File: config.mk
export PLATFORM = sky130hd
export DESIGN_NAME = mem_arbiter
export DESIGN_NICKNAME = d
export VERILOG_FILES = /design/src/rtl/core_config_pkg.sv /design/src/rtl/mem_arbiter_rr_picker.sv /design/src/rtl/mem_arbiter.sv
export SDC_FILE = /design/constraint.sdc
export NUM_CORES = 1
export LEC_CHECK = 0
export CAP_MARGIN = 20
export CORE_AREA = 2 2 137 139
export CTS_CLUSTER_SIZE = 10
export DETAILED_ROUTE_END_ITERATION = 8
export DIE_AREA = 0 0 139 141
export MAX_ROUTING_LAYER = met4
export PLACE_DENSITY_LB_ADDON = 0.25
export REMOVE_ABC_BUFFERS = 1
export SLEW_MARGIN = 10
export SYNTH_ARGS = -nofsm -noshare
export SYNTH_HDL_FRONTEND = slang
export SYNTH_SLANG_ARGS = --single-unit
File: constraint.sdc
create_clock -name clk -period 4.5 [get_ports clk]
set_clock_uncertainty 0.15 [all_clocks]
set_input_delay 0.675 -clock clk [delete_from_list [all_inputs] [get_ports clk]]
set_output_delay 0.675 -clock clk [all_outputs]
set_load 0.01 [all_outputs]
File: src/rtl/core_config_pkg.sv
`default_nettype none
// ============================================================================
// Package : core_config_pkg
// Purpose : Core-wide configuration shared by the memory arbiter: data width,
//           default requester count and the arbiter state encoding.
// Revision: 1.0 - initial release
// ============================================================================
package core_config_pkg;

  localparam int XLEN             = 32;
  localparam int ARB_NREQ_DEFAULT = 3;

  typedef enum logic [1:0] {
    IDLE = 2'd0,
    BUSY = 2'd1,
    RESP = 2'd2
  } arb_state_t;

endpackage
`default_nettype wire

File: src/rtl/mem_arbiter_rr_picker.sv
`default_nettype none
// ============================================================================
// Module  : rr_picker
// Purpose : Combinational circular first-set finder. Starting at ptr_i and
//           wrapping past NREQ-1, returns the first index whose req_i bit is
//           set.
// Ports   : req_i   [NREQ]         request vector
//           ptr_i   [clog2(NREQ)]  scan start position (must be < NREQ)
//           valid_o                at least one request bit is set
//           idx_o   [clog2(NREQ)]  chosen index (0 when valid_o is low)
// Revision: 1.0 - initial release
// ============================================================================
module rr_picker #(
  parameter int NREQ = 3
) (
  input  logic [NREQ-1:0]         req_i,
  input  logic [$clog2(NREQ)-1:0] ptr_i,
  output logic                    valid_o,
  output logic [$clog2(NREQ)-1:0] idx_o
);

  localparam int IDW = $clog2(NREQ);

  // Scan from the farthest offset down to offset 0 so that the candidate
  // closest to the pointer is the last one written and therefore wins.
  always_comb begin
    int j;
    valid_o = 1'b0;
    idx_o   = '0;
    j       = 0;
    for (int k = NREQ - 1; k >= 0; k--) begin
      j = int'(ptr_i) + k;
      if (j >= NREQ) begin
        j = j - NREQ;
      end
      if (req_i[j]) begin
        valid_o = 1'b1;
        idx_o   = IDW'(j);
      end
    end
  end

endmodule
`default_nettype wire

File: src/rtl/mem_arbiter.sv
`default_nettype none
// ============================================================================
// Module  : mem_arbiter
// Purpose : Shares one RAM/peripheral slave port between NREQ requesters
//           (0 = core data port, others = DMA / debug). Round-robin grant,
//           one outstanding transaction, registered ack/response.
// Config  : ARB_TIMEOUT_EN - when defined, a BUSY-cycle counter aborts a
//           transaction after TIMEOUT cycles without s_ack (m_err = 1,
//           m_rdata = 0). When undefined, BUSY waits indefinitely.
// Ports   : clk, rst                    clock, synchronous active-high reset
//           m_req/m_we       [NREQ]     per-requester request / write enable
//           m_addr/m_wdata   [NREQ*XLEN] packed, requester i at [i*XLEN+:XLEN]
//           m_byteen         [NREQ*XLEN/8] packed byte enables
//           m_ack            [NREQ]     one-hot one-cycle completion pulse
//           m_rdata, m_err              response, valid with m_ack
//           s_req/s_we/s_addr/s_byteen/s_wdata  forwarded slave request
//           s_ack/s_rdata/s_err         slave completion
//           grant_id                    current or last granted requester
// Revision: 1.0 - initial release
// ============================================================================
module mem_arbiter
  import core_config_pkg::*;
#(
  parameter int XLEN = core_config_pkg::XLEN,
  parameter int NREQ = ARB_NREQ_DEFAULT
`ifdef ARB_TIMEOUT_EN
  ,
  parameter int TIMEOUT = 255
`endif
) (
  input  logic                     clk,
  input  logic                     rst,
  input  logic [NREQ-1:0]          m_req,
  input  logic [NREQ-1:0]          m_we,
  input  logic [NREQ*XLEN-1:0]     m_addr,
  input  logic [NREQ*(XLEN/8)-1:0] m_byteen,
  input  logic [NREQ*XLEN-1:0]     m_wdata,
  output logic [NREQ-1:0]          m_ack,
  output logic [XLEN-1:0]          m_rdata,
  output logic                     m_err,
  output logic                     s_req,
  output logic                     s_we,
  output logic [XLEN-1:0]          s_addr,
  output logic [XLEN/8-1:0]        s_byteen,
  output logic [XLEN-1:0]          s_wdata,
  input  logic                     s_ack,
  input  logic [XLEN-1:0]          s_rdata,
  input  logic                     s_err,
  output logic [$clog2(NREQ)-1:0]  grant_id
);

  localparam int IDW = $clog2(NREQ);
  localparam int BW  = XLEN / 8;

  arb_state_t        state_q, state_d;
  logic              s_req_q, s_req_d;
  logic              s_we_q, s_we_d;
  logic [XLEN-1:0]   s_addr_q, s_addr_d;
  logic [BW-1:0]     s_byteen_q, s_byteen_d;
  logic [XLEN-1:0]   s_wdata_q, s_wdata_d;
  logic [NREQ-1:0]   m_ack_q, m_ack_d;
  logic [XLEN-1:0]   m_rdata_q, m_rdata_d;
  logic              m_err_q, m_err_d;
  logic [IDW-1:0]    grant_q, grant_d;
  logic [IDW-1:0]    rr_q, rr_d;

  logic              pick_valid;
  logic [IDW-1:0]    pick_idx;
  logic              timeout_hit;
  logic              done;
  logic [IDW-1:0]    rr_next;

  rr_picker #(
    .NREQ (NREQ)
  ) u_picker (
    .req_i   (m_req),
    .ptr_i   (rr_q),
    .valid_o (pick_valid),
    .idx_o   (pick_idx)
  );

`ifdef ARB_TIMEOUT_EN
  localparam int CW = $clog2(TIMEOUT + 1);
  logic [CW-1:0] cnt_q, cnt_d;

  always_ff @(posedge clk) begin
    if (rst) begin
      cnt_q <= '0;
    end else begin
      cnt_q <= cnt_d;
    end
  end

  // Held at zero outside BUSY so it is already clear on BUSY entry;
  // saturates so it cannot wrap while waiting for the abort to take effect.
  always_comb begin
    cnt_d = cnt_q;
    if (state_q != BUSY) begin
      cnt_d = '0;
    end else if (cnt_q != CW'(TIMEOUT)) begin
      cnt_d = cnt_q + CW'(1);
    end
  end

  assign timeout_hit = (state_q == BUSY) && (cnt_q == CW'(TIMEOUT));
`else
  assign timeout_hit = 1'b0;
`endif

  // s_ack has priority: a timeout coinciding with s_ack is a normal completion.
  assign done    = s_ack || timeout_hit;
  assign rr_next = (grant_q == IDW'(NREQ - 1)) ? '0 : grant_q + IDW'(1);

  // State register (plus all registered outputs).
  always_ff @(posedge clk) begin
    if (rst) begin
      state_q    <= IDLE;
      s_req_q    <= 1'b0;
      s_we_q     <= 1'b0;
      s_addr_q   <= '0;
      s_byteen_q <= '0;
      s_wdata_q  <= '0;
      m_ack_q    <= '0;
      m_rdata_q  <= '0;
      m_err_q    <= 1'b0;
      grant_q    <= '0;
      rr_q       <= '0;
    end else begin
      state_q    <= state_d;
      s_req_q    <= s_req_d;
      s_we_q     <= s_we_d;
      s_addr_q   <= s_addr_d;
      s_byteen_q <= s_byteen_d;
      s_wdata_q  <= s_wdata_d;
      m_ack_q    <= m_ack_d;
      m_rdata_q  <= m_rdata_d;
      m_err_q    <= m_err_d;
      grant_q    <= grant_d;
      rr_q       <= rr_d;
    end
  end

  // Next-state logic. RESP never grants, giving the acked requester a cycle
  // to drop m_req before the next arbitration.
  always_comb begin
    state_d = state_q;
    case (state_q)
      IDLE:    if (pick_valid) state_d = BUSY;
      BUSY:    if (done)       state_d = RESP;
      RESP:                    state_d = IDLE;
      default:                 state_d = IDLE;
    endcase
  end

  // Output / datapath next values.
  always_comb begin
    s_req_d    = s_req_q;
    s_we_d     = s_we_q;
    s_addr_d   = s_addr_q;
    s_byteen_d = s_byteen_q;
    s_wdata_d  = s_wdata_q;
    m_ack_d    = '0;
    m_rdata_d  = m_rdata_q;
    m_err_d    = m_err_q;
    grant_d    = grant_q;
    rr_d       = rr_q;
    case (state_q)
      IDLE: begin
        if (pick_valid) begin
          s_req_d    = 1'b1;
          s_we_d     = m_we[pick_idx];
          s_addr_d   = m_addr[pick_idx*XLEN +: XLEN];
          s_byteen_d = m_byteen[pick_idx*BW +: BW];
          s_wdata_d  = m_wdata[pick_idx*XLEN +: XLEN];
          grant_d    = pick_idx;
        end
      end
      BUSY: begin
        if (done) begin
          s_req_d          = 1'b0;
          m_ack_d[grant_q] = 1'b1;
          rr_d             = rr_next;
          if (s_ack) begin
            m_rdata_d = s_rdata;
            m_err_d   = s_err;
          end else begin
            m_rdata_d = '0;
            m_err_d   = 1'b1;
          end
        end
      end
      default: ;
    endcase
  end

  assign s_req    = s_req_q;
  assign s_we     = s_we_q;
  assign s_addr   = s_addr_q;
  assign s_byteen = s_byteen_q;
  assign s_wdata  = s_wdata_q;
  assign m_ack    = m_ack_q;
  assign m_rdata  = m_rdata_q;
  assign m_err    = m_err_q;
  assign grant_id = grant_q;

endmodule
`default_nettype wire

==> metrics.md <==
| Metric | Value |
|---|---|
| Worst Hold End | s_req |
| Die area | 19,600 µm² |
| Setup violations, final | 0 |
| Pre-CTS WS | 0.924 ns |
| Core area | 18,300 µm² |
| Post-Syn Area | 5160 µm² |
| Placed Cells | 1,178 |
| First-pass GRT wire length | 29.2 mm |
| Crit Path Class | flop to flop |
| Worst hold slack | 0.303 ns |
| Worst-margin pin slew | 0.843 ns |
| Final WL | 19.3 mm |
| Ys async rst share | 0% |
| R2R Setup Slk | 1.30 ns |
| Critical path data required time | 4.62 ns |
| CTS resizes | 0 |
| Initial antenna violation count | 0 |
| Slew margin rel. | 43.2% |
| Flop pwr share | 39.0% |
| Worst VDD drop | 0.181 mV |
| DP HPWL | 13.9 mm |
| Layout cells sized above 1 | 3.96% |
| Drt via density | 4.78 |
| Post-route insts no fill | 1,194 |
| ANT cells | 0 |
| Family with the most delay on the worst path | compound AO/OA/AOI/OAI gates |
| Post-synthesis sequential area ratio | 43.5% |
| Pwr dens | 333 nW/µm² |
| Max Buffers Root-to-Sink | 2 |
| Max incr delay on CP | 0.51 ns |
| Worst path cell trace | inv_1 > ha_1 > a22oi_1 > o22ai_2 > o31ai_2 > nand2b_2 > buf_4 > o221ai_1 |
| Top cells by area, synth | dfxtp_1, nand2_1, mux2i_1, o221ai_1, nor3_1 |
| Max-slew violations | 0 |
| Synth Instances | 632 |
| Worst skew pair latency | 0.35 ns |
| Hold WC Path Type | flop to flop |
| Total global-route track usage | 19.3% |
| Maximum clock frequency | 0.313 GHz |
| Startpoint Class | flop |
| Number of cell rows | 50 |
| Worst setup EP type | flop |
| TritonCTS clock tree | yes |
| Vias | 5,711 |
| CTS H-tree lvls | 3 |
| # clock sinks | 112 |
| Iter 0 DRT Violations | 251 |
| Io pins | 354 |
| Switching portion of total power | 29.7% |
| Peak fanout along the critical path | 39 |
| Setup TNS Final | 0 ns |
| Status | finished, final reports clean |
| Residual DRC | 0 |
| Initial DRT Pass Iterations | 4 |
| Final Util | 50.3% |
| Largest area contributor in the netlist | dfxtp_1 |
| Effective utilization at floorplan | 28.2% |
| Largest net degree at the start of global routing | 64 |
| Internal power | 2.15 mW |
| Final nets | 1,204 |
| Leak Pwr | 3.33 nW |
| Fin crit share | 71.0% |
| Syn avg cell area | 8.16 µm² |
| Vias in the first global route | 5,505 |
| R2R depth | 8 |
| Final hold violations | 0 |
| Register bit count reported by yosys | 112 |
| Warnings, synthesis | 0 |
| Antenna-violating nets left | 0 |
| Die X | 139 µm |
| Area grow syn2layout | 78.1% |
| Clock Power Share | 27.4% |
| Total CTS buffers | 9 |
| Synth unique cells | 36 |
| Dominant cell by count in the synthesized netlist | nand2_1 |
| Port bufs | 353 |
| CTS hold repair buffers | 0 |
| Hold path start | s_req |
| Max Cap Viol | 0 |
| Gate power share | 33.5% |
| Reg2reg end | s_wdata[22] |
| Setup bufs post-CTS | 0 |
| Drt wl/cell | 16.1 µm |
| # fillers | 1,778 |
| Reg-to-Reg Start | rr_q[0] |
| Net Sw Power | 0.909 mW |
| Worst Path Buf+Inv | 2 |
| Die H | 141 µm |
| Grt ovf | 0 |
| Synth Flop Type | dfxtp_1 |
| Final GP Congestion | 0.849 |
| Reg clk slew, reported paths | 0.07 ns |
| EDFF count, synth | 0 |
| CP max-delay cell | nand2b_2 |
| Top cells by count, synth | nand2_1, dfxtp_1, inv_1 |
| RSZ-0062 raised after global routing | false |
| Final Critical Period | 3.20 ns |
| Yosys top cell area share | 43.5% |
| Hold depth | 2 |
| Post-route setup slack | 1.30 ns |
| CTS Root Cell | clkbuf_16 |
| Worst EP arrival | 3.32 ns |
[final cells by class]
cell class	count	area, µm²	area share, %
Clock buffer	10	239	2.60
Multi-Input combinational cell	396	2450	26.6
Tap cell	234	293	3.19
Clock inverter	6	67.6	0.735
Sequential cell	112	2240	24.4
Timing Repair Buffer	364	3630	39.5
Inverter	72	270	2.94
[flip-flops by register name, summed over array words and instances, names as in the netlist, 2 cells and up]
| name | count |
|---|---|
| m_ack | 3 |
| m_rdata | 32 |
| grant_id | 2 |
| s_addr | 32 |
| s_wdata | 32 |
| rr_q | 2 |
| state_q | 2 |
| s_byteen | 4 |
[power by group through the flow]
stage	registers (mW)	logic (mW)	clock network, mW
floorplan	1.27	0.358	0
global placement	1.21	1.03	0
detailed placement	1.22	1.03	0
CTS	1.19	1.04	0.871
global route	1.21	1.10	0.901
finish	1.19	1.03	0.838
[stage by stage]
| stage | area, µm² | total power [mW] |
|---|---|---|
| 2_1_floorplan | 4930 | 1.63 |
| 3_3_place_gp | 8880 | 2.24 |
| 3_5_place_dp | 8880 | 2.25 |
| 4_1_cts | 9190 | 3.10 |
| 5_1_grt | 9190 | 3.22 |
| 6_report | 9190 | 3.06 |
[layout by cell type, fill, tap and decap left out, types with 2 or more instances in the layout]
| cell | count |
|---|---|
| buf_4 | 10 |
| nor4b_1 | 3 |
| o32ai_1 | 31 |
| inv_1 | 72 |
| mux2i_1 | 39 |
| a31oi_1 | 2 |
| clkdlybuf4s50_1 | 353 |
| ha_1 | 3 |
| nor2b_1 | 3 |
| clkbuf_16 | 9 |
| o21ai_0 | 32 |
| nand3b_1 | 2 |
| nand2_1 | 113 |
| nor3_1 | 65 |
| nor2_1 | 5 |
| a21o_1 | 2 |
| o221ai_1 | 38 |
| or3b_2 | 2 |
| a22oi_1 | 2 |
| dfxtp_1 | 112 |
| a21oi_1 | 38 |
| clkinvlp_4 | 2 |
| and3b_1 | 2 |
[cell families after synthesis]
kind of cell    share of synthesized area [%]
compound gates                           21.2
simple gates                             17.2
fa+ha+maj                               0.728
mux                                      7.79
buf+inv                                  9.63
flops                                    43.5
[layer usage]
layer | global-route usage (%) | wire [µm]
met4 | 7.66 | 511
met5 | - | 0
met3 | 4.55 | 1300
met1 | 22.2 | 7890
met2 | 32.5 | 9560
[worst reg2reg max path: cells and delay by family, from the launching register on]
kind,cells,cell delay (ns)
compound gates,4,1.15
buf+inv,2,0.56
flops,1,0.37
fa+ha+maj,1,0.38
simple gates,1,0.51
[worst max path at each step]
stage | cells after the start | startpoint | end | slack (ns)
CTS | 8 | rr_q[0] | s_addr[8] | 1.26
floorplan | 7 | rr_q[0] | s_addr[10] | 0.58
finish | 8 | rr_q[0] | s_wdata[22] | 1.30
global route | 8 | rr_q[0] | s_addr[8] | 1.06
detailed placement | 7 | m_req[1] | s_addr[8] | 0.92
global placement | 7 | m_req[0] | s_wdata[31] | 1.03
Power figures use the tool's default switching activity.
